File: config.mk
export PLATFORM = sky130hd
export DESIGN_NAME = pipeline_hazard_ctrl
export DESIGN_NICKNAME = d
export VERILOG_FILES = /design/src/rtl/pipeline_hazard_ctrl.sv
export SDC_FILE = /design/constraint.sdc
export NUM_CORES = 1
export LEC_CHECK = 0
export CORE_AREA = 2 2 54 56
export CTS_CLUSTER_SIZE = 24
export DETAILED_ROUTE_END_ITERATION = 10
export DIE_AREA = 0 0 56 58
export PLACE_DENSITY = 0.73
export SYNTH_ARGS = -nofsm -noshare
export SYNTH_HDL_FRONTEND = slang
export SYNTH_SLANG_ARGS = --single-unit
File: constraint.sdc
create_clock -name CLK -period 3.4 [get_ports CLK]
set_input_delay 0.68 -clock CLK [delete_from_list [all_inputs] [get_ports CLK]]
set_output_delay 0.68 -clock CLK [all_outputs]
set_load 0.005 [all_outputs]
File: src/rtl/pipeline_hazard_ctrl.sv
// rtl/pipeline_hazard_ctrl.sv - stall/flush/freeze sequencer for the 5-stage RV32I pipeline
// Optional perf counters (stall_cnt_o, flush_cnt_o) are enabled with `define HAZ_PERF_CNT_EN.
module pipeline_hazard_ctrl #(
   parameter int FLUSH_CYCLES = 1,
   parameter int MEM_TIMEOUT  = 255,
   parameter int REG_AW       = 5
) (
   input  logic              CLK,
   input  logic              rst_n,
   input  logic [REG_AW-1:0] id_rs1,
   input  logic [REG_AW-1:0] id_rs2,
   input  logic              id_use_rs1,
   input  logic              id_use_rs2,
   input  logic [REG_AW-1:0] ex_rd,
   input  logic              ex_mem_read,
   input  logic              ex_branch_taken,
   input  logic              mem_req,
   input  logic              dmem_ready,
   output logic              stall_o,
   output logic              pc_hold_o,
   output logic              flush_if_id_o,
   output logic              bubble_id_ex_o,
   output logic              freeze_all_o,
   output logic              mem_timeout_o,
   output logic [1:0]        state_o
`ifdef HAZ_PERF_CNT_EN
   ,
   output logic [31:0]       stall_cnt_o,
   output logic [31:0]       flush_cnt_o
`endif
);

   typedef enum logic [1:0] {
      RUN      = 2'd0,
      FLUSH    = 2'd1,
      MEM_WAIT = 2'd2,
      UNUSED   = 2'd3
   } state_t;

   localparam logic [1:0] FLUSH_LOAD  = 2'(FLUSH_CYCLES - 1);
   localparam logic [9:0] TIMEOUT_LIM = 10'(MEM_TIMEOUT);

   state_t     state_q, state_d, ret_q, ret_d, eff;
   logic [1:0] fcnt_q, fcnt_d;
   logic [9:0] wcnt_q, wcnt_d;
   logic       timeout_q, timeout_d;
   logic       freeze, load_use;
   logic       stall, pc_hold, flush, bubble, frz;

   assign freeze   = mem_req & ~dmem_ready;
   assign load_use = ex_mem_read & (ex_rd != '0) &
                     ((id_use_rs1 & (id_rs1 == ex_rd)) | (id_use_rs2 & (id_rs2 == ex_rd)));

   // MEM_WAIT behaves like the state it interrupted once the freeze lifts
   always_comb begin
      case (state_q)
         MEM_WAIT: eff = ret_q;
         FLUSH:    eff = FLUSH;
         default:  eff = RUN;
      endcase
   end

   always_comb begin
      state_d   = RUN;
      ret_d     = ret_q;
      fcnt_d    = fcnt_q;
      wcnt_d    = '0;
      timeout_d = timeout_q;
      stall     = 1'b0;
      pc_hold   = 1'b0;
      flush     = 1'b0;
      bubble    = 1'b0;
      frz       = 1'b0;
      if (freeze) begin
         frz     = 1'b1;
         stall   = 1'b1;
         pc_hold = 1'b1;
         state_d = MEM_WAIT;
         ret_d   = eff;
         wcnt_d  = (wcnt_q == TIMEOUT_LIM) ? wcnt_q : wcnt_q + 10'd1;
         if (wcnt_d == TIMEOUT_LIM)
            timeout_d = 1'b1;
      end else if (ex_branch_taken) begin
         flush  = 1'b1;
         bubble = 1'b1;
         if (FLUSH_CYCLES > 1) begin
            state_d = FLUSH;
            fcnt_d  = FLUSH_LOAD;
         end
      end else if (eff == FLUSH) begin
         flush  = 1'b1;
         bubble = 1'b1;
         if (fcnt_q <= 2'd1) begin
            fcnt_d = '0;
         end else begin
            state_d = FLUSH;
            fcnt_d  = fcnt_q - 2'd1;
         end
      end else if (load_use) begin
         stall   = 1'b1;
         pc_hold = 1'b1;
         bubble  = 1'b1;
      end
   end

   always_ff @(posedge CLK or negedge rst_n) begin
      if (!rst_n) begin
         state_q   <= RUN;
         ret_q     <= RUN;
         fcnt_q    <= '0;
         wcnt_q    <= '0;
         timeout_q <= 1'b0;
      end else begin
         state_q   <= state_d;
         ret_q     <= ret_d;
         fcnt_q    <= fcnt_d;
         wcnt_q    <= wcnt_d;
         timeout_q <= timeout_d;
      end
   end

   assign stall_o        = stall & rst_n;
   assign pc_hold_o      = pc_hold & rst_n;
   assign flush_if_id_o  = flush & rst_n;
   assign bubble_id_ex_o = bubble & rst_n;
   assign freeze_all_o   = frz & rst_n;
   assign mem_timeout_o  = timeout_q;
   assign state_o        = state_q;

`ifdef HAZ_PERF_CNT_EN
   always_ff @(posedge CLK or negedge rst_n) begin
      if (!rst_n) begin
         stall_cnt_o <= '0;
         flush_cnt_o <= '0;
      end else begin
         stall_cnt_o <= stall_cnt_o + {31'd0, stall_o};
         flush_cnt_o <= flush_cnt_o + {31'd0, flush_if_id_o};
      end
   end
`endif

endmodule

==> impl_metrics.env <==
export IMPL_status="finished, final reports clean"
export IMPL_place_area_sq_um=1460
export IMPL_clockPowerShare=0.273
export IMPL_startpoint="ex_rd[1]"
export IMPL_postCtsHoldBufs=0
export IMPL_fin_skew_ns=0.00464
export IMPL_tightestPinTransition_ns=0.444
export IMPL_root_buffer="clkbuf_4"
export IMPL_final_cells=189
export IMPL_endpoint_kind="primary output"
export IMPL_io_buffers=30
export IMPL_nets=185
export IMPL_antenna_found_initial=0
export IMPL_drc=0
export IMPL_pwr_share_comb=0.185
export IMPL_cts_sinks=17
export IMPL_wl_per_cell_microns=14.4
export IMPL_p_leak_nw=0.591
export IMPL_syn_inst=126
export IMPL_p_switching_uw=91.8
export IMPL_rsz0062_at_grt="no"
export IMPL_p_per_area_nw_per_um2=258
export IMPL_hp_class="reg2reg"
export IMPL_die_y_microns=58
export IMPL_avgViaCountPerCell=5.64
export IMPL_syn_nets=152
export IMPL_drtIter0Drc=51
export IMPL_h_tree_depth=1
export IMPL_cts_setup_buffers=0
export IMPL_hold_viol=0
export IMPL_io_pins=31
export IMPL_die_w_microns=56
export IMPL_syn_area_per_cell_sq_um=9.13
export IMPL_relSlewSlack=0.703
export IMPL_cap_violations=0
export IMPL_critical_path_top_delay_family="buffers and inverters"
export IMPL_period_minus_slack_ns=3.34
export IMPL_max_freq_mhz=299
export IMPL_critical_path_class="in2out"
export IMPL_grtUsageTotal=0.183
export IMPL_synth_seq_area_share=0.370
export IMPL_p_seq_frac=0.542
export IMPL_p_int_uw=291
export IMPL_cts_buffers=3
export IMPL_hold_start="mem_timeout_o"
export IMPL_async_flop_share=1.00
export IMPL_drv_slew=0
export IMPL_antenna_left=0
export IMPL_setup_viol=0
export IMPL_crit_fanout=3
export IMPL_tns_ns=0
export IMPL_clkTransAtPathRegs_ns=0.09
export IMPL_period_share=0.983
export IMPL_arrival_ns=2.66
export IMPL_cpMostUsedCell="clkdlybuf4s50_1"
export IMPL_grt_pass1_vias=1071
export IMPL_cp_data_required_time_ns=2.72
export IMPL_yosysWarningCount=0
export IMPL_synth_main_ff_cell="dfrtp_1"
export IMPL_fin_area_sq_um=1480
export IMPL_cp_cell_sequence="clkdlybuf4s50_1, xor2_1, nor4_1, and3_1, o221ai_1, o21bai_1, clkdlybuf4s50_1"
export IMPL_synth_area_sq_um=1150
export IMPL_cts_tree="done"
export IMPL_crit_path_top_delay_cell="clkdlybuf4s50_1"
export IMPL_core_rowCount=19
export IMPL_drt_wl_total_mm=2.73
export IMPL_dp_hpwl_mm=2.16
export IMPL_gr_total_overflow=0
export IMPL_startpoint_type="primary input"
export IMPL_cp_slowest_stage_delay_ns=0.52
export IMPL_gp_congestion=0.923
export IMPL_ir_drop_v=0.000220
export IMPL_grt_pass1_wl_mm=4.71
export IMPL_clock_latency_ns=0.28
export IMPL_ys_types=42
export IMPL_vias=1066
export IMPL_final_cell_mix="30 x clkdlybuf4s50_1, 17 x dfrtp_1, 11 x nand2_1"
export IMPL_n_antenna_cell=0
export IMPL_area_growth_pct=29.1
export IMPL_start_util=0.432
export IMPL_placed_cells=185
export IMPL_grt_max_degree=11
export IMPL_rr_startpoint="wcnt_q[0]"
export IMPL_max_clock_path_buffers=2
export IMPL_synth_edf_count=0
export IMPL_synth_seq_cells=17
export IMPL_cts_resized=0
export IMPL_switching_share=0.240
export IMPL_crit_buf_inv=2
export IMPL_drive_gt1_frac=0.0759
export IMPL_layout_commonest_cell="clkdlybuf4s50_1"
export IMPL_dr_pass1_iters=4
export IMPL_core_area_sq_um=2660
export IMPL_dieArea_sq_um=3250
[final cells by class]
cell class | instances | area (sq um)
fillers | 248 | 1180
repair buffers | 34 | 330
flip-flops and latches | 17 | 425
multi-input cells | 98 | 643
clock inverters | 1 | 5.00
clock buffers | 3 | 22.5
well taps | 31 | 38.8
inverters | 5 | 18.8
[synth_stat cells (3+ instances only)]
master / n / area, sq um
nand3_1: 5 / 25.0
a21oi_1: 6 / 30.0
inv_1: 4 / 15.0
a31oi_1: 5 / 31.3
nor3_1: 3 / 15.0
xnor2_1: 3 / 26.3
nand2_1: 11 / 41.3
and2_1: 3 / 18.8
o21ai_0: 9 / 45.0
dfrtp_1: 17 / 425
nand4_1: 4 / 25.0
xor2_1: 10 / 87.6
nor2_1: 7 / 26.3
ha_1: 3 / 37.5
[sequential cells by signal, indices dropped and copies added, names as in the netlist]
register	flops
ret_q	2
state_o	2
wcnt_q	10
mem_timeout_o	1
fcnt_q	2
[cell families (layout without fill, tap and decap cells)]
logic type | Yosys count | in the layout | share of synthesized area
AO/OA/AOI/OAI | 32 | 32 | 0.183
XOR/XNOR | 13 | 13 | 0.0990
adder cells (fa/ha/maj) | 3 | 3 | 0.0326
buffers and inverters | 11 | 43 | 0.0707
flip-flops | 17 | 17 | 0.370
multiplexers | 2 | 2 | 0.0174
AND/OR/NAND/NOR | 48 | 48 | 0.227
[metrics by stage]
stage	total power, mW	worst slack [ns]	hold slack, ns	utilization
after floorplan	0.234	1.03	0.384	-
after global placement	0.279	0.126	0.457	0.547
after detailed placement	0.282	0.0454	0.460	0.547
after CTS	0.388	0.0431	0.484	0.557
after global routing	0.404	0.00377	0.523	0.557
final	0.382	0.0569	0.480	0.557
[power groups by stage]
stage / Sequential [mW] / Clock, mW / Combinational (mW)
finish: 0.207 / 0.105 / 0.0707
global route: 0.208 / 0.119 / 0.0772
CTS: 0.207 / 0.109 / 0.0715
detailed placement: 0.211 / 0 / 0.0713
global placement: 0.211 / 0 / 0.0687
floorplan: 0.210 / 0 / 0.0235
[final timing paths]
kind | to | slack (ns) | depth (start not counted)
worst max-delay path | pc_hold_o | 0.06 | 7
worst min-delay path | mem_timeout_o | 0.48 | 1
worst max register to register | mem_timeout_o | 1.46 | 6
worst min register to register | mem_timeout_o | 0.48 | 1
max in group asynchronous | mem_timeout_o | 2.47 | 2
min in group asynchronous | wcnt_q[5] | 0.80 | 2
[routing by layer]
metal | vias to the layer above | global-route usage | share of wire
met2 | 51 | 0.308 | 0.47
met5 | - | 0 | 0
met1 | 492 | 0.238 | 0.45
li1 | 521 | - | -
met3 | 2 | 0.0357 | 0.078
met4 | 0 | 0.0612 | 0.0070
[worst register-to-register path: cells and delay by family, from the launching register on]
family                     cells  cell delay, ns
AOI/OAI and AO/OA              3            0.77
DFF                            1            0.45
and+or+nand+nor                2            0.34
adders and majority gates      1            0.33
Power figures use the tool's default switching activity.
